## src/rtl/dac_update_arbiter.sv

```systemverilog
// dac_update_arbiter: round-robin arbiter feeding one DAC from two requesters.
module dac_update_arbiter #(
  parameter int DW     = 10,
  parameter int SETTLE = 4
) (
  input  logic          clk,
  input  logic          reset,
  input  logic          en,
  input  logic          req0_valid,
  input  logic [DW-1:0] req0_data,
  output logic          req0_ready,
  input  logic          req1_valid,
  input  logic [DW-1:0] req1_data,
  output logic          req1_ready,
  output logic [DW-1:0] dac_d,
  output logic          dac_en,
  output logic          busy,
  output logic          grant_id,
  output logic [15:0]   update_cnt
);
  typedef enum logic {S_IDLE, S_SETTLE} state_t;
  state_t        r_state;
  logic [7:0]    r_cnt;
  logic          r_last;
  logic [DW-1:0] r_dac_d;
  logic          r_dac_en;
  logic          r_gid;
  logic [15:0]   r_upd;
  logic          w_open;
  logic          w_win1;
  logic          w_hs;
  logic [DW-1:0] w_data;
  // Grants open only in IDLE with en; on contention the requester not granted last wins
  always_comb begin
    w_open     = en && (r_state == S_IDLE);
    w_win1     = req1_valid && (!req0_valid || !r_last);
    req1_ready = w_open && w_win1;
    req0_ready = w_open && req0_valid && !w_win1;
    w_hs       = req0_ready || req1_ready;
    w_data     = w_win1 ? req1_data : req0_data;
  end
  // Load DAC on handshake, then hold for SETTLE cycles before the next grant
  always_ff @(posedge clk) begin
    if (reset) begin
      r_state  <= S_IDLE;
      r_cnt    <= '0;
      r_last   <= 1'b1;
      r_dac_d  <= '0;
      r_dac_en <= 1'b0;
      r_gid    <= 1'b0;
      r_upd    <= '0;
    end else if (!en) begin
      r_state  <= S_IDLE;
      r_cnt    <= '0;
      r_dac_en <= 1'b0;
    end else if (w_hs) begin
      r_state  <= S_SETTLE;
      r_cnt    <= 8'(SETTLE - 1);
      r_last   <= w_win1;
      r_gid    <= w_win1;
      r_dac_d  <= w_data;
      r_dac_en <= 1'b1;
      r_upd    <= r_upd + 16'd1;
    end else if (r_state == S_SETTLE) begin
      r_state <= (r_cnt == 8'd0) ? S_IDLE : S_SETTLE;
      r_cnt   <= (r_cnt == 8'd0) ? 8'd0 : r_cnt - 8'd1;
    end
  end
  assign dac_d      = r_dac_d;
  assign dac_en     = r_dac_en;
  assign busy       = (r_state == S_SETTLE);
  assign grant_id   = r_gid;
  assign update_cnt = r_upd;
endmodule

```

## config.mk

```make
export PLATFORM = sky130hd
export DESIGN_NAME = dac_update_arbiter
export DESIGN_NICKNAME = d
export VERILOG_FILES = /design/src/rtl/dac_update_arbiter.sv
export SDC_FILE = /design/constraint.sdc
export NUM_CORES = 1
export LEC_CHECK = 0
export CAP_MARGIN = 0
export CORE_MARGIN = 10
export CORE_UTILIZATION = 49
export CTS_CLUSTER_DIAMETER = 30
export DETAILED_ROUTE_END_ITERATION = 10
export PLACE_DENSITY = 0.88
export SLEW_MARGIN = 20
export SYNTH_ARGS = -nofsm -noshare
export SYNTH_HDL_FRONTEND = slang
export SYNTH_SLANG_ARGS = --single-unit
export TNS_END_PERCENT = 20
```

## constraint.sdc

```tcl
create_clock -name clk -period 3.7 [get_ports clk]
set_clock_uncertainty 0.15 [all_clocks]
set_input_delay 0.74 -clock clk [delete_from_list [all_inputs] [get_ports clk]]
set_output_delay 0.74 -clock clk [all_outputs]
set_load 0.02 [all_outputs]
```

==> impl_metrics.json, run 1 <==
{
  "core_mm2": 0.00334,
  "yosys_warnings": 0,
  "cpMostUsedCell": "clkdlybuf4s50_1",
  "ys_ff_latch": 38,
  "multi_input_area_um2": 873,
  "cellPowerDensity_mw_per_mm2": 363,
  "h-tree-depth": 2,
  "seq_area_um2": 761,
  "hold_viol": 0,
  "root_buffer": "clkbuf_4",
  "cts_resized": 0,
  "firstDrtPassIters": 4,
  "syn2layout_area_growth_pct": 39.0,
  "start_util_pct": 50.8,
  "finalSetupViolCount": 0,
  "slowest_stage": "clkdlybuf4s50_1",
  "synth_top_cell_by_area": "dfxtp_1",
  "synthFlopType": "dfxtp_1",
  "yosysSeqAreaShare_pct": 44.8,
  "dpl_cell_area_mm2": 0.00228,
  "grt_pass1_vias": 1595,
  "synth_edf_count": 0,
  "rsz0062_at_grt": "false",
  "ir_drop_uv": 285,
  "syn_area_mm2": 0.00170,
  "cpPeakStageDelay_ns": 0.55,
  "critPathMaxFanout": 11,
  "use_met1_pct": 14.8,
  "clk_path_buf_depth": 2,
  "synth.distinct_cells": 32,
  "drive_gt1_share_pct": 4.45,
  "fmax_ghz": 0.315,
  "nNetsFinal": 273,
  "path_class": "primary input to primary output",
  "final_util_pct": 70.7,
  "worstHoldPathType": "flop to flop",
  "start_kind": "primary input",
  "globalRouteOverflowTotal": 0,
  "insertion_delay_ns": 0.34,
  "chipHeight_um": 78.8,
  "period_minus_slack_ns": 3.18,
  "wl_um": 4180,
  "setup.worst_path.end_class": "primary output",
  "fin_tns_setup_ns": 0,
  "path_cells": "clkdlybuf4s50_1 > a21boi_1 > buf_4 > nor2_1 > clkdlybuf4s50_1",
  "cts_tree": "done",
  "timing.final.crit_share_pct": 85.9,
  "synth_top_area_share_pct": 44.8,
  "rows": 21,
  "grtUsageTotal_pct": 14.0,
  "drv_cap": 0,
  "numCtsBuffers": 5,
  "power.leakage_nw": 0.795,
  "fin_area_mm2": 0.00236,
  "via_per_inst": 5.40,
  "fillers": 275,
  "synth.avg_cell_area_um2": 8.93,
  "portBuffers": 55,
  "clkSinkCount": 38,
  "slew_headroom_pct": 57.4,
  "pin_count": 56,
  "die_w_um": 78.8,
  "postCtsSetupBuffers": 0,
  "hold_buffers": 0,
  "synth_most_common_cell": "dfxtp_1",
  "antenna_found_initial": 0,
  "die-area_mm2": 0.00622,
  "slew_violations": 0,
  "grt_pass1_wl_um": 7250,
  "hpwl_um": 3230,
  "async_flop_share_pct": 0,
  "cp.required_ns": 2.81,
  "post-route-drc-count": 0,
  "gp_congestion": 0.780,
  "post_drt_wl_per_cell_um": 14.3,
  "use_met2_pct": 24.0,
  "power_mw": 0.856,
  "worst_pin_slew_ns": 0.637,
  "drt_iter0_drc": 133,
  "grt_max_degree": 30,
  "postSynthCellCount": 190,
  "synthesis.nets": 217,
  "final_antenna_net_count": 0,
  "synth_common_cells": "38 x dfxtp_1, 29 x nor2_1, 12 x a21oi_1, 11 x a211oi_1, 11 x xnor2_1",
  "n_antenna_cell": 0,
  "arrival_ns": 2.29,
  "grt_use_met3_pct": 6.31,
  "status": "completed",
  "vias": 1582,
  "gr-max-usage-layer": "met2",
  "synthTopCellsByArea": "dfxtp_1 45%, nor2_1 6.4%, mux2i_1 5.9%",
  "path_clk_slew_ns": 0.12
}
[logic make-up (layout without fill, tap and decap cells)]
kind of cell	after synthesis	count (layout)	share of synthesized area (%)
adders and majority gates	2	2	1.47
DFF	38	38	44.8
AOI/OAI and AO/OA	39	39	14.6
buffers and inverters	14	71	3.69
muxes	10	10	5.90
and+or+nand+nor	75	75	23.3
xor gates and xnor gates	12	12	6.19
[layer usage]
metal  vias up  share of wire (%)
met5         -                  0
met2        45                 50
met4         0                1.6
li1        801                  -
met1       726                 41
met3        10                8.1
[cells in the final DEF, fill, tap and decap left out, types with 2 or more instances in the layout]
cell	netlist	final
clkdlybuf4s50_1	0	55
dfxtp_1	38	38
nor2_1	29	29
a21oi_1	12	12
a211oi_1	11	11
xnor2_1	11	11
mux2i_1	10	10
nand2_1	9	9
or3_1	7	7
or4_1	6	6
o21ai_0	6	6
inv_1	5	5
o31ai_1	5	5
nor4_1	5	5
clkbuf_4	0	5
nand4_1	3	3
nand3_1	3	3
nor3_1	3	3
buf_4	0	3
and4_1	2	2
nor3b_1	2	2
a211o_1	2	2
o22ai_1	2	2
ha_1	2	2
clkbuf_1	6	2
[where the power goes]
part / total, mW / switching, mW / leakage (nW) / internal [mW]
Combinational: 0.141 / 0.0679 / 0.446 / 0.0731
Sequential: 0.436 / 0.0106 / 0.310 / 0.425
Clock: 0.279 / 0.135 / 0.0395 / 0.143
[through the flow]
stage	setup slack [ns]	hold slack, ns	std cells
floorplan	1.24	0.310	190
global placement	0.542	0.311	285
detailed placement	0.531	0.328	285
CTS	0.496	0.344	293
global route	0.393	0.377	293
finish	0.522	0.339	293
[registers in the layout, summed over array words and instances (netlist names)]
name and flops:
busy 1, grant_id 1, update_cnt 16, r_cnt 8, dac_d 10, dac_en 1, r_last 1
[worst max-delay path: cells and delay by family]
family	cells	cell delay [ns]
AND/OR/NAND/NOR	1	0.07
buffers and inverters	3	1.28
AO/OA/AOI/OAI	1	0.20
[path summary, 6_finish.rpt]
kind,startpoint,endpoint,slack [ns],depth (start not counted)
worst min register to register,update_cnt[15],update_cnt[15],0.34,2
worst max register to register,update_cnt[0],update_cnt[14],1.70,5
worst max-delay path,req1_valid,req0_ready,0.52,5
worst min-delay path,update_cnt[15],update_cnt[15],0.34,2
[cell type report]
type | count | area share, %
Sequential cell | 38 | 32.3
Clock inverter | 1 | 1.27
Inverter | 5 | 0.796
Clock buffer | 7 | 1.91
Tap cell | 46 | 2.44
Multi-Input combinational cell | 138 | 37.0
Timing Repair Buffer | 58 | 24.3
(Power assumes the default switching activity.)
==> run 2, diff against run 1 <==
Settings changed: GPL_TIMING_DRIVEN set to 0.
==> run 2 against run 1 <==
Against the previous run: flip-flop and latch count unchanged; power shrank 8.7%; first-iteration DRC count decreased by 48%; sequential share of layout area grew 0.086 points; final cell count increased by 1.7%; combinational power about the same; global-route usage down 0.070 points; utilization decreased by 0.19 points; clock power shrank 28%; fmax shrank 11%; register-to-register slack worse by 0.08 ns; largest cell class unchanged; largest power group unchanged.
==> impl_metrics.json, run 2 (same netlist as run 1, synthesis figures left out) <==
{
  "hpwl_um": 3280,
  "setup.worst_path.end_class": "primary output",
  "critPathMaxFanout": 10,
  "rsz0062_at_grt": "false",
  "root_buffer": "clkbuf_4",
  "numCtsBuffers": 5,
  "drt_iter0_drc": 69,
  "insertion_delay_ns": 0.35,
  "power.leakage_nw": 0.786,
  "ir_drop_uv": 226,
  "die-area_mm2": 0.00622,
  "hold_end": "update_cnt[15]",
  "pin_count": 56,
  "slew_violations": 0,
  "reg2reg_from": "busy",
  "rrSetupSlack_ns": 1.62,
  "status": "completed",
  "fmax_ghz": 0.281,
  "path_cells": "clkdlybuf4s50_1 > a21boi_1 > clkbuf_4 > and2_1 > clkdlybuf4s50_1",
  "cp_num_buf_inv": 3,
  "hold_viol": 0,
  "timing.final.crit_share_pct": 96.3,
  "grt_pass1_wl_um": 7150,
  "slew_headroom_pct": 63.6,
  "holdCritStartpoint": "update_cnt[15]",
  "start_kind": "primary input",
  "cts_tree": "done",
  "grtUsageTotal_pct": 13.9,
  "largest_reg_flops": 16,
  "final_common_cell": "clkdlybuf4s50_1",
  "holdPathStages": 2,
  "finalSetupViolCount": 0,
  "clkSinkCount": 38,
  "period_minus_slack_ns": 3.56,
  "nNetsFinal": 279,
  "core_mm2": 0.00334,
  "cp.required_ns": 2.81,
  "vias": 1595,
  "start_util_pct": 50.8,
  "r2r_cells": 6,
  "h-tree-depth": 2,
  "path_class": "primary input to primary output",
  "grt_pass1_vias": 1579,
  "arrival_ns": 2.67,
  "hold_buffers": 0,
  "drv_cap": 0,
  "via_per_inst": 5.35,
  "final_cell_mix": "55 x clkdlybuf4s50_1, 38 x dfxtp_1, 29 x nor2_1",
  "portBuffers": 55,
  "worst_pin_slew_ns": 0.544,
  "power_mw": 0.781,
  "post-route-drc-count": 0,
  "postCtsSetupBuffers": 0,
  "path_clk_slew_ns": 0.10,
  "slowest_stage": "clkdlybuf4s50_1",
  "cts_resized": 0,
  "firstDrtPassIters": 4,
  "final_antenna_net_count": 0,
  "fin_tns_setup_ns": 0,
  "clk_path_buf_depth": 2,
  "drive_gt1_share_pct": 3.97,
  "fillers": 284,
  "final_util_pct": 70.5,
  "globalRouteOverflowTotal": 0,
  "syn2layout_area_growth_pct": 38.6,
  "worstHoldPathType": "flop to flop",
  "n_antenna_cell": 0,
  "gp_congestion": 0.721,
  "wl_um": 4180,
  "grt_max_degree": 11,
  "chipHeight_um": 78.8,
  "cpPeakStageDelay_ns": 0.62,
  "hold_slack_ns": 0.336,
  "cellPowerDensity_mw_per_mm2": 332,
  "worstReg2RegEnd": "dac_d[7]",
  "antenna_found_initial": 0,
  "die_w_um": 78.8,
  "rows": 21,
  "path_delay_family": "buffers and inverters",
  "post_drt_wl_per_cell_um": 14.0,
  "cpMostUsedCell": "clkdlybuf4s50_1"
}
run 2: changes by cell type in the layout (fill, tap and decap cells not counted):
cell and delta:
buf_6 +1, clkbuf_1 +6, bufinv_16 -1, buf_2 +1, buf_4 -3, clkbuf_4 +1
run 2: how the worst max path moves through the flow:
stage / start / endpoint / slack [ns] / depth (start not counted)
floorplan: req1_valid / req1_ready / 1.24 / 3
global placement: req1_valid / req1_ready / 0.1 / 5
detailed placement: req1_valid / req1_ready / 0.11 / 5
CTS: req1_valid / req1_ready / 0.10 / 5
global route: req1_valid / req1_ready / 0.002 / 5
finish: req1_valid / req1_ready / 0.14 / 5
run 2: metrics by stage:
step	area (um2)	setup WS (ns)	instances
finish	2350	0.138	298
global route	2350	0.00227	298
CTS	2350	0.101	298
detailed placement	2300	0.108	291
global placement	2300	0.0961	291
floorplan	1700	1.24	190
run 2: power breakdown:
group | leakage [nW] | switching [mW] | internal, mW
sequential | 0.310 | 0.0106 | 0.425
clock | 0.0254 | 0.130 | 0.0717
combinational | 0.451 | 0.0692 | 0.0741
run 2: per-layer routing:
layer	GRT usage [%]	wire (um)	up-vias	share of wire, %
met2	22.8	1980	54	47
met4	6.09	82	0	2.0
met3	6.98	422	9	10
met5	0	0	-	0
li1	-	-	813	-
met1	14.9	1700	719	41
run 2: cell type report:
type                    count  area [um2]  area share, %
multi-input cells         138         873           37.1
flip-flops and latches     38         761           32.3
repair buffers             55         551           23.4
well taps                  46        57.6           2.45
plain buffers               9        46.3           1.97
clock buffers               7        45.0           1.91
inverters                   5        18.8          0.798
run 2: tightest hold or removal path, stage by stage, from the launching register on:
cell     delay (ns)
dfxtp_1        0.33
o31ai_1        0.06
a21oi_1        0.05
